`src/rtl/tawas_pkg.sv`:
```
// Shared thread-scheduler constants and types for the tawas barrel pipeline.
package tawas_pkg;
  localparam int NUM_THREADS = 32;
  localparam int THREAD_W    = 5;
  localparam int STAGES      = 3;   // load, decode, store

  typedef logic [THREAD_W-1:0] tid_t;
endpackage

```
`src/rtl/tawas_rr_pick.sv`:
```
// Combinational rotate-priority picker: first set req bit at or above ptr+1, wrapping.
module tawas_rr_pick
  import tawas_pkg::*;
(
  input  logic [NUM_THREADS-1:0] req,
  input  tid_t                   ptr,
  output logic                   gnt_vld,
  output tid_t                   gnt_id
);

  logic [2*NUM_THREADS-1:0] w_rot_full;
  logic [NUM_THREADS-1:0]   w_rot;
  tid_t                     w_start;
  tid_t                     w_off;

  always_comb begin
    w_start    = ptr + 1'b1;                 // 31 wraps to 0 in THREAD_W bits
    w_rot_full = {req, req} >> w_start;
    w_rot      = w_rot_full[NUM_THREADS-1:0];
    w_off      = '0;
    for (int i = NUM_THREADS-1; i >= 0; i--)
      if (w_rot[i]) w_off = tid_t'(i);
    gnt_vld = |req;
    gnt_id  = w_start + w_off;
  end

endmodule

```
`src/rtl/tawas_sched.sv`:
```
// Round-robin thread scheduler feeding a 3-slot (load/decode/store) barrel pipeline.
module tawas_sched
  import tawas_pkg::*;
#(
  parameter tid_t RESET_PTR = 5'd31
) (
  input  logic                   clk,
  input  logic                   rst,
  input  logic [NUM_THREADS-1:0] thread_mask,
  input  logic [NUM_THREADS-1:0] rcn_stall,
  output logic                   thread_load_en,
  output logic [THREAD_W-1:0]    thread_load,
  output logic                   thread_decode_en,
  output logic [THREAD_W-1:0]    thread_decode,
  output logic                   thread_store_en,
  output logic [THREAD_W-1:0]    thread_store,
  output logic                   sched_idle
);

  logic [STAGES-1:0]               r_vld_pipe;
  logic [STAGES-1:0][THREAD_W-1:0] r_id_pipe;
  tid_t                            r_ptr;
  logic                            r_idle;

  logic [NUM_THREADS-1:0] w_busy;
  logic [NUM_THREADS-1:0] w_elig;
  logic                   w_gnt_vld;
  tid_t                   w_gnt_id;

  // Threads still in load or decode cannot re-issue; the store slot frees them.
  always_comb begin
    w_busy = '0;
    if (r_vld_pipe[0]) w_busy[r_id_pipe[0]] = 1'b1;
    if (r_vld_pipe[1]) w_busy[r_id_pipe[1]] = 1'b1;
    w_elig = thread_mask & ~rcn_stall & ~w_busy;
  end

  tawas_rr_pick u_pick (
    .req     (w_elig),
    .ptr     (r_ptr),
    .gnt_vld (w_gnt_vld),
    .gnt_id  (w_gnt_id)
  );

  always_ff @(posedge clk or posedge rst) begin
    if (rst) begin
      r_vld_pipe <= '0;
      r_id_pipe  <= '0;
      r_ptr      <= RESET_PTR;
      r_idle     <= 1'b1;
    end else begin
      r_vld_pipe              <= {r_vld_pipe[STAGES-2:0], w_gnt_vld};
      r_id_pipe[STAGES-1:1]   <= r_id_pipe[STAGES-2:0];
      if (w_gnt_vld) begin
        r_id_pipe[0] <= w_gnt_id;
        r_ptr        <= w_gnt_id;
      end
      r_idle <= ~w_gnt_vld;
    end
  end

  assign thread_load_en   = r_vld_pipe[0];
  assign thread_load      = r_id_pipe[0];
  assign thread_decode_en = r_vld_pipe[1];
  assign thread_decode    = r_id_pipe[1];
  assign thread_store_en  = r_vld_pipe[2];
  assign thread_store     = r_id_pipe[2];
  assign sched_idle       = r_idle;

endmodule

```
`config.mk`:
```
export PLATFORM = sky130hd
export DESIGN_NAME = tawas_sched
export DESIGN_NICKNAME = d
export VERILOG_FILES = /design/src/rtl/tawas_pkg.sv /design/src/rtl/tawas_rr_pick.sv /design/src/rtl/tawas_sched.sv
export SDC_FILE = /design/constraint.sdc
export NUM_CORES = 1
export LEC_CHECK = 0
export ABC_AREA = 1
export CAP_MARGIN = 5
export CORE_MARGIN = 3
export CORE_UTILIZATION = 55
export CTS_BUF_LIST = sky130_fd_sc_hd__clkbuf_16
export CTS_CLUSTER_SIZE = 30
export DETAILED_ROUTE_END_ITERATION = 6
export PLACE_DENSITY_LB_ADDON = 0.05
export REMOVE_ABC_BUFFERS = 1
export SLEW_MARGIN = 20
export SYNTH_ARGS = -nofsm -noshare
export SYNTH_HDL_FRONTEND = slang
export SYNTH_SLANG_ARGS = --single-unit
```
`constraint.sdc`:
```
create_clock -name clk -period 13.4 [get_ports clk]
set_input_delay 2.68 -clock clk [delete_from_list [all_inputs] [get_ports clk]]
set_output_delay 2.68 -clock clk [all_outputs]
set_load 0.01 [all_outputs]
```
**Yosys cells after proc, flatten, opt, wreduce, memory -nomap -nowiden**

Index checks and enable logic that the tools add are counted.

- Register bits after elaboration: 24
- Bits in latches: 0
- Memory bits (writable): 0
- ROM bits: 0
- Input bits: 66
- Output and inout port bits: 19
- Word-level logic and storage cells: 60
- Memories kept: 0

- Add/sub/neg operators: 2
- Multipliers: 0
- Divide/modulo/power cells: 0
- Order comparisons: 4
- Equal/unequal tests: 0
- Shifts and indexed selects: 1
- Multiplexer cells: 38
- Bitwise logic cells: 6
- Reductions and logical operators: 3

Operators with widths:

| cell | count |
|---|---|
| $mux 5 | 32 |
| $and 32x32->32 | 2 |
| $mux 32 | 2 |
| $not 32->32 | 2 |
| $shr 64x5->32 | 1 |
| $or 32x32->32 | 1 |
| $reduce_or 32->1 | 1 |
| $lt 5x6->1 const B | 2 |
| $demux 1 s5 | 2 |
| $ge 5x1->1 const B | 2 |
| $add 5x1->5 const B | 1 |
| $add 5x5->5 | 1 |
| $logic_and 1x1->1 | 2 |
| $mux 1 | 2 |
| $not 1->1 | 1 |

**Logic depth before layout (Yosys ltp)**

- Word-level depth: 43
- Depth in mapped cells: 50
- Depth with buffers taken out: 50

**Hierarchy**

From an unflattened synthesis, not the netlist that was laid out.

- Cells, all modules: 818
- Area total of the unflattened synthesis: 4224.1 sq um

By module, submodules not included:

| module | times used | cells each | area an instance (sq um) | seq. area each (sq um) |
|---|---|---|---|---|
| tawas_rr_pick | 1 | 532 | 2585.0 | 0.0 |
| tawas_sched | 1 | 286 | 1639.1 | 608.1 |

**Least setup slack after synthesis**

Ideal clock, no wire load.

- Kind: input to register
- From: input port rcn_stall[23]
- To: register r_id_pipe (netlist bit thread_load[4])
- Setup time: 0.131 ns
- Arrival: 5.998 ns
- Required time: 13.269 ns
- Setup slack: 7.272 ns
- Cell stages on the path: 48
- Path buffers: 0
- Cell sequence: inv_1 nand2_1 nor2_1 nand3_1 nand2_1 nand2_1 nand3_1 nand3_1 nand3_1 nand2_1 nand2_1 nand2_1 nand2_1 nand2_1 nand2_1 nand2_1 nand2_1 nand2_1 [... 12 more ...] nand2_1 nand2_1 nand2_1 nand2_1 nand2_1 nand2_1 nand2_1 nand2_1 nand2_1 a21oi_2 ha_1 fa_1 nand3_1 nand2_1 xnor2_1 nand3_1 nand3b_1 o21ai_0

- Word-level cells in the longest chain between the ends: 37
- Elaborated cells between the ends (all ways): 38
- Classes of those cells: add/sub: 1; shift: 1; mux: 32; bitwise: 3; reduce/logical: 1

RTL lines:

| what | RTL line | source |
|---|---|---|
| start: declaration | tawas_sched.sv:10 | `input logic [NUM_THREADS-1:0] rcn_stall,` |
| $not 32->32 * | tawas_sched.sv:35 | `w_elig = thread_mask & ~rcn_stall & ~w_busy;` |
| $and 32x32->32 * (2 in series) | tawas_sched.sv:35 |  |
| $shr 64x5->32 | tawas_rr_pick.sv:18 | `w_rot_full = {req, req} >> w_start;` |
| $mux 5 (32 in series) | tawas_rr_pick.sv:22 | `if (w_rot[i]) w_off = tid_t'(i);` |
| $add 5x5->5 | tawas_rr_pick.sv:24 | `gnt_id = w_start + w_off;` |
| end signal: indexed assignment | tawas_sched.sv:53 | `r_id_pipe[STAGES-1:1] <= r_id_pipe[STAGES-2:0];` |
| end: declaration | tawas_sched.sv:21 | `logic [STAGES-1:0][THREAD_W-1:0] r_id_pipe;` |

Every way passes the cells marked *; elsewhere a longest branch is shown, timed or not.
A chain may end at the register's enable or synchronous reset.

**Final worst setup path**

- From: input port thread_mask[11]
- To: register r_id_pipe (netlist bit thread_load[4])

- Word-level cells in the longest chain between the ends: 36
- Elaborated cells between the ends (all ways): 37
- Classes of those cells: add/sub: 1; shift: 1; mux: 32; bitwise: 2; reduce/logical: 1

RTL lines:

| what | RTL line | source |
|---|---|---|
| start: declaration | tawas_sched.sv:9 | `input logic [NUM_THREADS-1:0] thread_mask,` |
| $and 32x32->32 * (2 in series) | tawas_sched.sv:35 |  |
| $shr 64x5->32 | tawas_rr_pick.sv:18 |  |
| $mux 5 (32 in series) | tawas_rr_pick.sv:22 |  |
| $add 5x5->5 | tawas_rr_pick.sv:24 |  |

Marked as above.

==> impl_results.md <==
* Total global routing overflow at 0
* Max-Cap Viols at 0
* Slowest CP cell: clkdlybuf4s50_1
* CTS max path bufs at 2
* N_diodes at 0
* Largest net degree at the start of global routing at 37
* Worst-Skew Late Latency at 0.26 ns
* DIE AREA at 8690 um^2
* Crit end category: flop
* Syn avg cell area at 5.18 um^2
* Post-synth EDFFs at 0
* Worst slew pin tran at ~1.1 ns
* Routed Antenna Nets at 0
* Final setup viols at 0
* Placement Cell Area at 5030 um^2
* Fin crit period at approximately 7.2 ns
* Post-DR wirelength/cell at 16.4 um
* Vias in the first global route at 5281
* Post-CTS sizing at 0
* Synth warn at 0
* Starting density of the core at 0.570
* # rows at 31
* Main synth FF type: dfrtp_1
* First drt pass iteration count at 6
* Hold-critical path depth at 0
* Post-synth top cells: 296 x nand2_1, 181 x nand3_1, 79 x nor2_1
* Mapped cell area at 4180 um^2
* TritonCTS buffer count at 3
* Die width at 93.2 um
* First-pass GRT wire length at approximately 26000 um
* Final RePlAce weighted congestion at 1.03
* Cts-stage hold buffer count at 0
* Outcome: completed
* Hold Crit Class: reg -> reg
* Syn Inst Count at 807
* Root Buffer: clkbuf_16
* Total GRT Usage at 0.364
* Final Max Slew Viols at 0
* Fraction of layout cells with a size suffix above 1 at 0.0392
* Dominant cell type by area after synthesis: nand2_1
* CTS sink cnt at 24
* Highest Clock Rate at 140 MHz
* Core ar. at around 7300 um^2
* Most frequent cell on the critical path: nand2_1
* Fin crit share at 0.534
* DR vias/cell at 6.02
* RSZ-0062 raised after global routing: false
* Die Span Y at ~93 um
* Req. time, crit path at roughly 14 ns
* Most frequent cell after synthesis: nand2_1
* Synth top area share at 0.266
* Setup TNS at 0 ns
* Async SR Flop Fraction at 1.00
* Register bit count reported by yosys at 24
* Port bufs at 84
* IO Pins at between 80 and 90
* Final Skew at 0.00150 ns
* R2R cell count at 45
* Cell Count Post-Placement at 962
* Cell area after layout at 5130 um^2
* Startpoint Class: input port
* DRC viols at 0
* Initial antenna violation count at 0
* Final WL at 15900 um
* Seq/Total Area, Yosys at 0.145
* Slew HR at 0.258
* Htree depth at 1
* Final-report hold violation count at 0
* Setup Buffers After CTS at 0
* Distinct cell type count after synthesis at 35
* Final-stage net count at 940
* Crit path max fanout at 3
* Via count at 5811
* DPL Wire Length at 12500 um
* DR iter-0 viols at 734
* Finished Layout Cells at ~970
* Area Growth Syn to Fin at 22.7%
* CTS tree: yes
* Worst Path Arrival at approximately 7.3 ns
* Max incr delay on CP at 0.45 ns
* Clock slew at reported path FFs at about 0.06 ns
* Synth area leaders: nand2_1 27%, nand3_1 22%, dfrtp_1 11%, nor2_1 7.1%, inv_1 5.2%
* CP Class: in -> reg
==> sequential cells by signal, indices dropped and copies added, names as in the netlist <==
signal	count
r_vld_pipe	3
thread_load	5
r_ptr	5
sched_idle	1
thread_decode	5
thread_store	5
==> worst max-delay path, delay by kind of cell <==
| kind | cells | cell delay, ns |
|---|---|---|
| buffers and inverters | 2 | 0.49 |
| and+or+nand+nor | 41 | 3.09 |
| xor gates and xnor gates | 1 | 0.20 |
| adders and majority gates | 2 | 0.64 |
| AOI/OAI and AO/OA | 2 | 0.18 |
==> worst paths after layout <==
| kind | start | end | slack [ns] |
|---|---|---|---|
| hold / removal | r_vld_pipe[0] | r_vld_pipe[1] | 0.43 |
| setup / recovery | thread_mask[11] | thread_load[4] | 6.25 |
| max in group asynchronous | rst | thread_load[4] | 9.94 |
| setup reg to reg | r_ptr[0] | thread_load[4] | 6.93 |
| hold reg to reg | r_vld_pipe[0] | r_vld_pipe[1] | 0.43 |
| min in group asynchronous | rst | thread_load[1] | 2.92 |
==> kinds of logic (layout without fill, tap and decap cells) <==
kind of cell / Yosys count / after routing / share of synthesized area
buffers and inverters: 97 / 157 / 0.0960
AO/OA/AOI/OAI: 73 / 73 / 0.0969
flip-flops: 24 / 24 / 0.145
XOR/XNOR: 5 / 5 / 0.0141
AND/OR/NAND/NOR: 602 / 602 / 0.628
adder cells (fa/ha/maj): 6 / 6 / 0.0197
==> cell type report <==
| class | instances | area [um^2] |
|---|---|---|
| Multi-Input combinational cell | 686 | 3180 |
| Fill cell | 665 | 2200 |
| Timing Repair Buffer | 88 | 871 |
| Sequential cell | 24 | 608 |
| Inverter | 65 | 244 |
| Tap cell | 99 | 124 |
| Clock buffer | 3 | 75.1 |
| Clock inverter | 1 | 30.0 |
==> routing by layer <==
metal	routed length [um]	part of all wire	track usage	vias to the layer above
met3	1490	0.094	0.0491	65
met5	0	0	0	-
li1	-	-	-	2784
met2	7500	0.47	0.621	365
met1	6370	0.40	0.480	2597
met4	500	0.032	0.107	0
==> per-stage QoR <==
step | setup WS, ns | utilization | hold slack, ns
final | 6.25 | 0.700 | 0.429
after floorplan | 7.06 | - | 0.453
after CTS | 6.35 | 0.700 | 0.434
after global routing | 5.77 | 0.700 | 0.448
after detailed placement | 6.11 | 0.686 | 0.422
after global placement | 6.24 | 0.686 | 0.417
==> layout by cell type (no fill, tap or decap), types with 2 or more instances in the layout <==
cell type	instances
nand2_1	296
nand3_1	181
clkdlybuf4s50_1	84
nor2_1	79
inv_1	58
o21ai_0	32
nand4_1	27
dfrtp_1	18
a31oi_1	13
o21ai_1	10
a21oi_1	9
inv_2	6
dfstp_2	6
ha_1	5
nor2_2	4
and2_1	4
buf_4	4
nand3_2	3
o21a_1	3
xor2_2	3
a21o_1	3
clkbuf_16	3
nor3_1	2
nor2_4	2
nor4_1	2
Power is left out: the tool's default activity adds up to more than one toggle a clock period on the data nets, which glitch-free logic cannot reach.
